## src/rtl/ecliptic_fp_pkg.sv

```systemverilog
`default_nettype none
// ============================================================================
//  Module   : ecliptic_fp_pkg
//  Purpose  : Shared definitions for the ecliptic FP-compare interface:
//             op-code encodings, the canonical quiet NaN and an op-legality
//             helper used by both the issuer and the comparator.
//  Ports    : none (package)
//  Revision : 1.0 - initial release
// ============================================================================
package ecliptic_fp_pkg;

    localparam logic [2:0]  OP_LE         = 3'b000;
    localparam logic [2:0]  OP_LT         = 3'b001;
    localparam logic [2:0]  OP_EQ         = 3'b010;
    localparam logic [2:0]  OP_MIN        = 3'b100;
    localparam logic [2:0]  OP_MAX        = 3'b101;

    localparam logic [31:0] CANONICAL_NAN = 32'h7fc0_0000;

    // Encodings 011, 110 and 111 are reserved and must never reach the
    // comparator.
    function automatic logic op_is_legal(input logic [2:0] op);
        logic legal;
        case (op)
            OP_LE, OP_LT, OP_EQ, OP_MIN, OP_MAX: legal = 1'b1;
            default:                             legal = 1'b0;
        endcase
        return legal;
    endfunction

endpackage
`default_nettype wire

```

## src/rtl/ecliptic_compare_issuer.sv

```systemverilog
`default_nettype none
// ============================================================================
//  Module   : ecliptic_compare_issuer
//  Purpose  : Initiator side of the req/ack FP-compare interface. Takes
//             compare/min/max commands on a valid/ready channel, issues each
//             as a one-cycle req to the comparator, waits for ack (or times
//             out), and returns the result with its tag on a valid/ready
//             response channel. Maintains the sticky NV bit of fflags.
//  Ports    : clk, rst                       - clock, sync active-high reset
//             cmd_valid/ready/op/src1/src2/tag - command channel
//             fpu_req/op/src1/src2           - request to comparator
//             fpu_res/invalid/ack            - comparator reply
//             rsp_valid/ready/data/tag/invalid/timeout - response channel
//             fflags_nv, fflags_clear        - sticky NV flag and its clear
//             busy                           - issuer not idle
//  Revision : 1.0 - initial release
// ============================================================================
module ecliptic_compare_issuer
    import ecliptic_fp_pkg::*;
#(
    parameter int TAG_W   = 5,
    parameter int TIMEOUT = 15
) (
    input  logic             clk,
    input  logic             rst,
    input  logic             cmd_valid,
    output logic             cmd_ready,
    input  logic [2:0]       cmd_op,
    input  logic [31:0]      cmd_src1,
    input  logic [31:0]      cmd_src2,
    input  logic [TAG_W-1:0] cmd_tag,
    output logic             fpu_req,
    output logic [2:0]       fpu_op,
    output logic [31:0]      fpu_src1,
    output logic [31:0]      fpu_src2,
    input  logic [31:0]      fpu_res,
    input  logic             fpu_invalid,
    input  logic             fpu_ack,
    output logic             rsp_valid,
    input  logic             rsp_ready,
    output logic [31:0]      rsp_data,
    output logic [TAG_W-1:0] rsp_tag,
    output logic             rsp_invalid,
    output logic             rsp_timeout,
    output logic             fflags_nv,
    input  logic             fflags_clear,
    output logic             busy
);

    localparam int               CNT_W    = $clog2(TIMEOUT) + 1;
    localparam logic [CNT_W-1:0] CNT_LAST = CNT_W'(TIMEOUT - 1);

    typedef enum logic [1:0] {
        ST_IDLE = 2'd0,
        ST_REQ  = 2'd1,
        ST_WAIT = 2'd2,
        ST_RESP = 2'd3
    } state_t;

    state_t             r_state;
    state_t             w_next;
    logic [CNT_W-1:0]   r_cnt;
    logic [2:0]         r_fpu_op;
    logic [31:0]        r_fpu_src1;
    logic [31:0]        r_fpu_src2;
    logic [TAG_W-1:0]   r_tag;
    logic [31:0]        r_rsp_data;
    logic               r_rsp_invalid;
    logic               r_rsp_timeout;
    logic               r_nv;

    logic               w_accept;
    logic               w_legal;
    logic               w_ack;
    logic               w_expire;

    assign w_accept = cmd_valid & cmd_ready;
    assign w_legal  = op_is_legal(cmd_op);
    // Ack is only meaningful while waiting; anywhere else it is stray.
    assign w_ack    = (r_state == ST_WAIT) & fpu_ack;
    assign w_expire = (r_state == ST_WAIT) & ~fpu_ack & (r_cnt == CNT_LAST);

    // ------------------------------------------------------------------
    // Next-state logic
    // ------------------------------------------------------------------
    always_comb begin
        w_next = r_state;
        case (r_state)
            ST_IDLE: begin
                if (w_accept) begin
                    w_next = w_legal ? ST_REQ : ST_RESP;
                end
            end
            ST_REQ: begin
                w_next = ST_WAIT;
            end
            ST_WAIT: begin
                if (w_ack || w_expire) begin
                    w_next = ST_RESP;
                end
            end
            ST_RESP: begin
                if (rsp_ready) begin
                    w_next = ST_IDLE;
                end
            end
            default: begin
                w_next = ST_IDLE;
            end
        endcase
    end

    // ------------------------------------------------------------------
    // State register and datapath
    // ------------------------------------------------------------------
    always_ff @(posedge clk) begin
        if (rst) begin
            r_state       <= ST_IDLE;
            r_cnt         <= '0;
            r_fpu_op      <= '0;
            r_fpu_src1    <= '0;
            r_fpu_src2    <= '0;
            r_tag         <= '0;
            r_rsp_data    <= '0;
            r_rsp_invalid <= 1'b0;
            r_rsp_timeout <= 1'b0;
        end else begin
            r_state <= w_next;
            case (r_state)
                ST_IDLE: begin
                    if (w_accept) begin
                        r_tag <= cmd_tag;
                        if (w_legal) begin
                            r_fpu_op   <= cmd_op;
                            r_fpu_src1 <= cmd_src1;
                            r_fpu_src2 <= cmd_src2;
                        end else begin
                            // Reserved op: answer immediately with a null
                            // result and leave the comparator operands alone.
                            r_rsp_data    <= '0;
                            r_rsp_invalid <= 1'b0;
                            r_rsp_timeout <= 1'b0;
                        end
                    end
                end
                ST_REQ: begin
                    r_cnt <= '0;
                end
                ST_WAIT: begin
                    if (fpu_ack) begin
                        r_rsp_data    <= fpu_res;
                        r_rsp_invalid <= fpu_invalid;
                        r_rsp_timeout <= 1'b0;
                    end else if (r_cnt == CNT_LAST) begin
                        r_rsp_data    <= '0;
                        r_rsp_invalid <= 1'b0;
                        r_rsp_timeout <= 1'b1;
                    end else begin
                        r_cnt <= r_cnt + CNT_W'(1);
                    end
                end
                default: begin
                    // RESP: response fields stay frozen until handshake.
                end
            endcase
        end
    end

    // Sticky NV: a new invalid ack takes priority over a coincident clear.
    always_ff @(posedge clk) begin
        if (rst) begin
            r_nv <= 1'b0;
        end else if (w_ack && fpu_invalid) begin
            r_nv <= 1'b1;
        end else if (fflags_clear) begin
            r_nv <= 1'b0;
        end
    end

    // ------------------------------------------------------------------
    // Outputs
    // ------------------------------------------------------------------
    assign cmd_ready   = (r_state == ST_IDLE) & ~rst;
    assign fpu_req     = (r_state == ST_REQ);
    assign fpu_op      = r_fpu_op;
    assign fpu_src1    = r_fpu_src1;
    assign fpu_src2    = r_fpu_src2;
    assign rsp_valid   = (r_state == ST_RESP);
    assign rsp_data    = r_rsp_data;
    assign rsp_tag     = r_tag;
    assign rsp_invalid = r_rsp_invalid;
    assign rsp_timeout = r_rsp_timeout;
    assign fflags_nv   = r_nv;
    assign busy        = (r_state != ST_IDLE);

endmodule
`default_nettype wire

```

## config.mk

```make
export PLATFORM = sky130hd
export DESIGN_NAME = ecliptic_compare_issuer
export DESIGN_NICKNAME = d
export VERILOG_FILES = /design/src/rtl/ecliptic_fp_pkg.sv /design/src/rtl/ecliptic_compare_issuer.sv
export SDC_FILE = /design/constraint.sdc
export NUM_CORES = 1
export LEC_CHECK = 0
export BUFFER_PORTS_ARGS = -buffer_cell sky130_fd_sc_hd__buf_2
export CORE_MARGIN = 8
export CORE_UTILIZATION = 49
export DETAILED_ROUTE_END_ITERATION = 12
export PLACE_DENSITY = 0.79
export SYNTH_ARGS = -nofsm -noshare
export SYNTH_HDL_FRONTEND = slang
export SYNTH_SLANG_ARGS = --single-unit
```

## constraint.sdc

```tcl
create_clock -name clk -period 3.9 [get_ports clk]
set_input_delay 0.78 -clock clk [delete_from_list [all_inputs] [get_ports clk]]
set_output_delay 0.78 -clock clk [all_outputs]
set_load 0.02 [all_outputs]
```

# Yosys cells after proc, flatten, opt, wreduce, memory -nomap -nowiden
# Index checks and enable logic that the tools add are counted.
# Widths: inputs -> output; s select.
# word_totals
register_bits,114
input_bits,111
output_inout_bits,111
elab_cells,71
# op_classes
add_sub_neg,1
n_eq_ne,15
muxes,24
n_bitwise,7
n_reduce_logical,14
# op_table
operator,count
$mux 32,4
$pmux 32 s2,1
$mux 5,2
$pmux 5 s2,1
$mux 1,9
$reduce_and 3->1,3
$mux 2,4
$ne 2x2->1 const B,4
$pmux 2 s4,1
$reduce_bool 2->1,4
$eq 3x3->1 const B,2
$add 5x1->5 const B,1
$and 1x1->1,5
$eq 5x4->1 const B,1
$reduce_or 5->1,1
$eq 2x2->1 const B,2
$ne 2x1->1 const B,2
$pmux 1 s2,2
$reduce_and 4->1,1
$eq 3x1->1 const B,1
$eq 3x2->1 const B,1
$logic_not 3->1,1
$ne 3x2->1 const B,1
$eq 2x1->1 const B,1
other kinds (5),6

# Logic depth before layout (Yosys ltp)
# Gate-level depths: netlist of run 1.
# logic_depth
ltp_word,6
ltp_mapped,8

# Worst setup path before layout of run 1
# No wires, ideal clock.
# synth_timing
path_type,input to output
start,input port rst
end,output port cmd_ready
arrival_ns,1.551
required_ns,3.120
setup_slack_ns,1.569
stages,4
path_cell_list,clkbuf_1 buf_2 buf_2 nor2_1
# synth_between
elab_chain_len,2
# synth_lines
item,line,source
"start, declared",ecliptic_compare_issuer.sv:25,"input logic rst,"
$not 1->1,ecliptic_compare_issuer.sv:183,assign cmd_ready = (r_state == ST_IDLE) & ~rst;
$and 1x1->1,ecliptic_compare_issuer.sv:183,
"end, declared",ecliptic_compare_issuer.sv:27,"output logic cmd_ready,"
# No other way between the ends.

# Final worst setup path of run 1
# layout_timing
start,register r_state[1]
end,output port cmd_ready
# layout_between
elab_chain_len,2
# layout_lines
item,line,source
"start, declared",ecliptic_compare_issuer.sv:60,state_t r_state;
"start signal, assigned",ecliptic_compare_issuer.sv:128,r_state <= w_next;
$logic_not 2->1,ecliptic_compare_issuer.sv:183,
$and 1x1->1,ecliptic_compare_issuer.sv:183,
# No other way between the ends.

==> summary.txt, run 1 <==
Timing
  – RSZ-0062 raised after global routing: false
  – Clk_skew: 0.008438 ns
  – Setup ws final: 1.483 ns
  – Max_slew headroom: 26.42%
  – Endpoints failing setup: 0
  – Final Cycle Share: 61.97%
  – Final period demand of the worst path: 2.417 ns
  – Final Hold Vio Count: 0
  – Worst slew pin tran: 1.104 ns
  – Setup TNS: 0 ns
  – Final Max Tran Viols: 0
  – Fmax: 413.7 MHz

Synthesis
  – Seq cells post-synth: 114
  – Cells after Synth: 545
  – Mapped Area: 4778 um2
  – Synthesized Nets: 663
  – Distinct cell type count after synthesis: 35
  – Yosys warning count: 0
  – Synth Area per Inst: 8.768 um2
  – Seq/Total Area, Yosys: 47.76%

Clock network
  – Insertion delay to the later sink of the worst-skew pair: 0.51 ns
  – CTS tree: built
  – Clock transition at path regs: 0.05 ns
  – CTS resizes: 0
  – Clock buffer depth: 2
  – H-tree levels: 4
  – Cts bufs inserted: 17
  – Post-CTS setup buffer count: 0
  – Root buffer cell: clkbuf_8
  – CTS Hold Bufs: 0
  – TritonCTS Sinks: 114

Placed design
  – Pre-CTS setup slack: 1.240 ns
  – Port bufs: 221
  – Routability cong.: 0.7878
  – Dpl cell area: 5861 um2
  – HPWL Detailed: 10270 um

Critical path
  – Setup CP Type: reg -> out
  – R2R Setup Slk: 1.63 ns
  – Critical path arrival: 1.64 ns
  – Crit. End Element: output port
  – Critical Path Fanout Max: 8
  – Startpoint types: flip-flop
  – Req. time, crit path: 3.12 ns

Die
  – DIE WIDTH: 114.8 um
  – Starting Density: 49.57%
  – Total Die Area: 13170 um2
  – Core Rows: 36
  – Core area: 9639 um2
  – Ports: 222
  – Die Y: 114.8 um

Detailed routing
  – Final antenna-violating net count: 0
  – Post-route DRC: 0
  – Total Wirelength: 14530 um
  – Via density: 5.261
  – DRT Pass-1 Iters: 4
  – WL/cell: 16.41 um
  – Detailed Route Iter0 Violations: 337
  – Via count: 4656

Global routing
  – Initial antenna violation count: 0
  – Vias in the first global route: 4731
  – Largest net degree at the start of global routing: 72
  – Total track usage: 21.46%
  – Global-route wire length before repair: 22620 um
  – GR Overflow Total: 0

Cells and area
  – Final Instance Area: 6402 um2
  – Final core occ: 66.42%
  – Antenna cells: 0
  – Area growth syn-to-layout: 33.99%
  – Share of layout cells above drive strength 1: 34.97%
  – Final nets: 860

Pwr
  – Worst VDD drop: 0.2932 mV
  – Pwr dens: 540.9 nW/um2
  – Leak pwr: 2.824 nW

Min path
  – HP Class: in -> reg

Flow run
  – Max-Cap Viols: 0

Run status
  – Status: finished, final reports clean
==> cell usage after synthesis <==
cell type | number | area share [%]
o211ai_1 | 4 | 0.63
nor4_1 | 1 | 0.13
nand2b_1 | 41 | 5.4
o21ai_0 | 69 | 7.2
buf_6 | 1 | 0.24
a21oi_1 | 73 | 7.6
ha_1 | 7 | 1.8
nor3_1 | 1 | 0.10
nor4bb_1 | 1 | 0.21
nand2b_4 | 1 | 0.29
o21a_1 | 1 | 0.16
or4b_1 | 2 | 0.42
clkbuf_1 | 33 | 2.6
and4b_1 | 1 | 0.21
and3b_1 | 2 | 0.37
buf_12 | 3 | 1.3
or3b_2 | 1 | 0.18
dfxtp_1 | 114 | 48
nor2_1 | 3 | 0.24
buf_4 | 1 | 0.16
nand3_1 | 66 | 6.9
or3_1 | 2 | 0.26
mux2_2 | 1 | 0.24
o21bai_1 | 1 | 0.16
mux2i_1 | 35 | 7.3
mux2_1 | 1 | 0.24
o31ai_1 | 2 | 0.31
nor2b_1 | 2 | 0.26
nand3b_1 | 7 | 1.1
nand2_1 | 43 | 3.4
a222oi_1 | 2 | 0.42
and2_1 | 2 | 0.26
buf_2 | 14 | 1.5
inv_1 | 6 | 0.47
nand4b_1 | 1 | 0.18
==> metal layers <==
metal | up-vias | share of wire [%] | GRT usage (%)
li1 | 2293 | - | -
met1 | 2129 | 39 | 23.61
met2 | 212 | 48 | 34.57
met3 | 22 | 11 | 10.24
met4 | 0 | 1.8 | 9.720
met5 | - | 0 | 0
==> cells by family after synthesis <==
group                    count (synthesis)  synth area share, %
flip-flops                             114                47.76
buffers and inverters                   58                6.180
AND/OR/NAND/NOR                        177                19.87
adder cells (fa/ha/maj)                  7                1.833
AO/OA/AOI/OAI                          152                16.55
multiplexers                            37                7.803
==> power breakdown <==
part	switching, W	internal, W	total [W]
clock network	0.000491	0.000911	0.00140
registers	0.0000461	0.00125	0.00130
logic	0.000485	0.000280	0.000765
==> state kept, by name, indices dropped and copies added (netlist names) <==
| signal | count |
|---|---|
| fflags_nv | 1 |
| rsp_invalid | 1 |
| r_state | 2 |
| rsp_timeout | 1 |
| fpu_op | 3 |
| r_cnt | 5 |
| rsp_tag | 5 |
| fpu_src2 | 32 |
| rsp_data | 32 |
| fpu_src1 | 32 |
==> cell type report <==
cell class / instances / area, um2
clock inverter: 6 / 55.05
clock buffer: 23 / 486.7
multi-input combinational: 373 / 2213
timing repair buffer: 230 / 1176
tap: 133 / 166.4
sequential: 114 / 2282
inverter: 6 / 22.52
fill: 824 / 3237
==> path summary, 6_finish.rpt <==
kind	start	cells after the start	endpoint
hold / removal	cmd_tag[2]	3	rsp_tag[2]
hold reg to reg	rsp_data[2]	2	rsp_data[2]
setup / recovery	r_state[1]	5	cmd_ready
setup reg to reg	r_state[0]	7	rsp_data[4]
==> worst max-delay path, cell delays in order (launching register included) <==
cell,delay [ns]
dfxtp_1,0.32
inv_1,0.12
ha_1,0.32
inv_1,0.10
nor2_1,0.10
buf_2,0.17
==> per-stage QoR <==
stage	hold WS [ns]	total power, W	std cells
3_3_place_gp	0.4546	0.002064	856
4_1_cts	0.4338	0.003497	885
5_1_grt	0.4479	0.003626	885
2_1_floorplan	0.4724	0.001884	545
6_report	0.4669	0.003463	885
3_5_place_dp	0.4582	0.002083	856
==> placed cells by master, fill, tap and decap left out <==
cell type  instances
dfxtp_1          114
o21ai_0           68
a21oi_1           73
o211ai_1           4
buf_4             10
nand3b_1           7
and3b_2            1
ha_1               7
and3b_1            1
nor4_1             1
nand2_1           43
nand2b_1          41
nor2_1             3
bufinv_16          1
and2_1             2
nor4bb_1           1
o31ai_1            2
clkinv_2           5
a222oi_1           2
clkbuf_8           6
clkbuf_16         16
nand2b_4           1
o21ai_4            1
or4b_1             2
or3_1              2
and4b_1            1
nor2b_1            2
mux2_2             1
nand4b_1           1
mux2i_1           35
nor3_1             1
inv_1              6
o21a_1             1
clkbuf_1           1
buf_2            220
mux2_1             1
or3b_2             1
o21bai_1           1
nand3_1           66
(Power assumes the default switching activity.)
==> inputs of run 2 (changes only) <==
Settings changed: CORE_UTILIZATION 49 to 42, PLACE_DENSITY 0.79 to 0.72.
Clock period 3.9 ns to 2.14 ns, I/O delays scaled along.
==> run 2 against run 1 <==
Sequential cell count did not move. Global-route usage is 2.2 points lower. Worst setup slack worse by 1.4 ns. Clock power increased by 120%. Clock-buffer cell count stayed put. Via count up 0.26%. Sequential power is 82% higher. Register-to-register slack got worse by 1.5 ns. Sequential share of layout area decreased by 0.90 points. Critical path type is now reg -> reg. Routed wire length grew 1.7%. Combinational power grew 90%. Utilization is 8.1 points lower.
==> summary.txt, run 2 (synthesis gave the netlist of run 1 again) <==
Timing
  – Hold slack final: 0.2077 ns (-0.2592 ns)
  – Worst slew pin tran: 1.032 ns (-0.07202 ns)
  – Endpoints failing setup: 0 (unchanged)
  – Setup TNS: 0 ns (unchanged)
  – RSZ-0062 raised after global routing: false
  – Clk_skew: 0.006188 ns (-0.002250 ns)
  – Max_slew headroom: 31.22% (+4.8 points)
  – Fmax: 492.1 MHz
  – Final Hold Vio Count: 0 (unchanged)
  – Final Cycle Share: 94.95%
  – Final Max Tran Viols: 0 (unchanged)
  – Final period demand of the worst path: 2.032 ns

Detailed routing
  – Via density: 5.204 (-1.1%)
  – DRT Pass-1 Iters: 4 (unchanged)
  – M1 WL: 5898 um (+3.9%)
  – Routed wl met3: 1792 um (+7.7%)
  – Via count: 4668 (+0.26%)
  – Post-route DRC: 0 (unchanged)
  – DR WL met2: 6867 um (-0.82%)
  – Detailed Route Iter0 Violations: 270 (-20%)
  – Final antenna-violating net count: 0 (unchanged)
  – WL/cell: 16.47 um (+0.33%)
  – Total Wirelength: 14770 um (+1.7%)
  – Highest metal used: met5

Clock network
  – Clock buffer depth: 2 (unchanged)
  – TritonCTS Sinks: 114 (unchanged)
  – Insertion delay to the later sink of the worst-skew pair: 0.40 ns (-0.11 ns)
  – Clock transition at path regs: 0.05 ns (about the same)
  – H-tree levels: 4 (unchanged)
  – CTS tree: built
  – Cts bufs inserted: 17 (unchanged)
  – Post-CTS setup buffer count: 0 (unchanged)
  – Root buffer cell: clkbuf_16

Cells and area
  – Final Instance Area: 6569 um2 (+2.6%)
  – Area of the multi-input gates: 2216 um2 (+0.11%)
  – Area growth syn-to-layout: 37.47%
  – Share of layout cells above drive strength 1: 35.28% (+0.31 points)
  – Commonest non-fill, non-tap cells in the layout: buf_2 (220), dfxtp_1 (114), a21oi_1 (73)
  – Final nets: 859 (-0.12%)
  – Sequential standard cell area: 2282 um2 (unchanged)
  – Commonest non-fill, non-tap cell in the layout: buf_2
  – Fillers: 1017 (+23%)
  – Antenna cells: 0 (unchanged)
  – Final core occ: 58.28% (-8.1 points)

Critical path
  – Critical path buffer and inverter count: 3 (unchanged)
  – CP top delay family: buffers and inverters
  – Critical Path Max Stage Delay: 0.38 ns (+0.06 ns)
  – Startpoint types: flip-flop
  – Crit path cell chain: inv_1 > ha_1 > nor2b_1 > a222oi_1 > buf_4 > buf_12 > mux2i_1
  – Crit-path slowest cell: dfxtp_1
  – Critical path arrival: 2.36 ns (+0.72 ns)
  – Setup CP Type: reg -> reg
  – Req. time, crit path: 2.47 ns (-0.65 ns)
  – Crit. End Element: flip-flop
  – Critical Path Fanout Max: 32 (+24)

Run status
  – Status: finished, final reports clean

Placed design
  – Port bufs: 221 (unchanged)
  – Routability cong.: 0.8257 (+4.8%)
  – HPWL Detailed: 10480 um (+2.0%)
  – Dpl cell area: 5904 um2 (+0.75%)

Die
  – Total Die Area: 15050 um2 (+14%)
  – Die Y: 122.7 um (+6.9%)
  – Core area: 11270 um2 (+17%)
  – Starting Density: 42.39% (-7.2 points)
  – DIE WIDTH: 122.7 um (+6.9%)
  – Ports: 222 (unchanged)
  – Core Rows: 39 (+8.3%)

Global routing
  – Vias in the first global route: 4726 (-0.11%)
  – Largest net degree at the start of global routing: 72 (unchanged)
  – Global-route wire length before repair: 23090 um (+2.1%)
  – GR Overflow Total: 0 (unchanged)
  – Total track usage: 19.24% (-2.2 points)
  – Initial antenna violation count: 2 (+2)

Flow run
  – Max-Cap Viols: 0 (unchanged)

Pwr
  – Worst VDD drop: 0.6171 mV (+110%)
  – Pwr dens: 1055 nW/um2 (+95%)
  – Leak pwr: 2.875 nW (+1.8%)
  – PnR Total Power: 0.006932 W (+100%)

Min path
  – HP Class: in -> reg
## run 2: cell count changes in the layout (fill, tap and decap cells not counted), moves of 2 or more
cell | previous run | this run
bufinv_16 | 1 | 5
clkinv_2 | 5 | 2
buf_12 | 0 | 3
clkinvlp_4 | 0 | 2
buf_4 | 10 | 6
clkbuf_8 | 6 | 4
## run 2: through the flow
stage | setup WS [ns] | instances
after global placement | 0.2131 | 865
after detailed placement | 0.09392 | 865
after CTS | 0.06272 | 897
after global routing | 0.006918 | 897
final | 0.1080 | 897
after floorplan | 0.3333 | 545
## run 2: tightest hold or removal path: stages
cell	delay, ns
buf_2	0.07
nand2_1	0.04
nand2_1	0.04
## run 2: power by group
part	switching, W	internal, W	leakage [nW]
clock	0.000941	0.00218	0.319
combinational	0.000904	0.000542	1.63
sequential	0.0000814	0.00228	0.924
## run 2: worst paths after layout
check                                 start           to  slack [ns]  cells past startpoint
worst min register to register  fpu_src1[5]  fpu_src1[5]        0.47                      2
worst max-delay path             r_state[0]  rsp_data[8]        0.11                      7
worst max register to register   r_state[0]  rsp_data[8]        0.11                      7
worst min-delay path             cmd_tag[2]   rsp_tag[2]        0.21                      3
## run 2: cell type report
cell class / instances / share of cell area [%]
Sequential cell: 114 / 34.74
Clock inverter: 9 / 2.667
Inverter: 6 / 0.3429
Clock buffer: 23 / 7.429
Multi-Input combinational cell: 373 / 33.73
Tap cell: 143 / 2.724
Timing Repair Buffer: 229 / 18.36
## run 2: repair_timing
action	CTS	global route
hold buffers	0	0
gates resized for setup	0	1
endpoints found under the setup margin	0	32
## run 2: layer usage
metal | GRT usage, % | vias up
met5 | 0 | -
met4 | 7.768 | 4
met3 | 9.982 | 18
met2 | 30.28 | 196
met1 | 21.60 | 2162
li1 | - | 2288
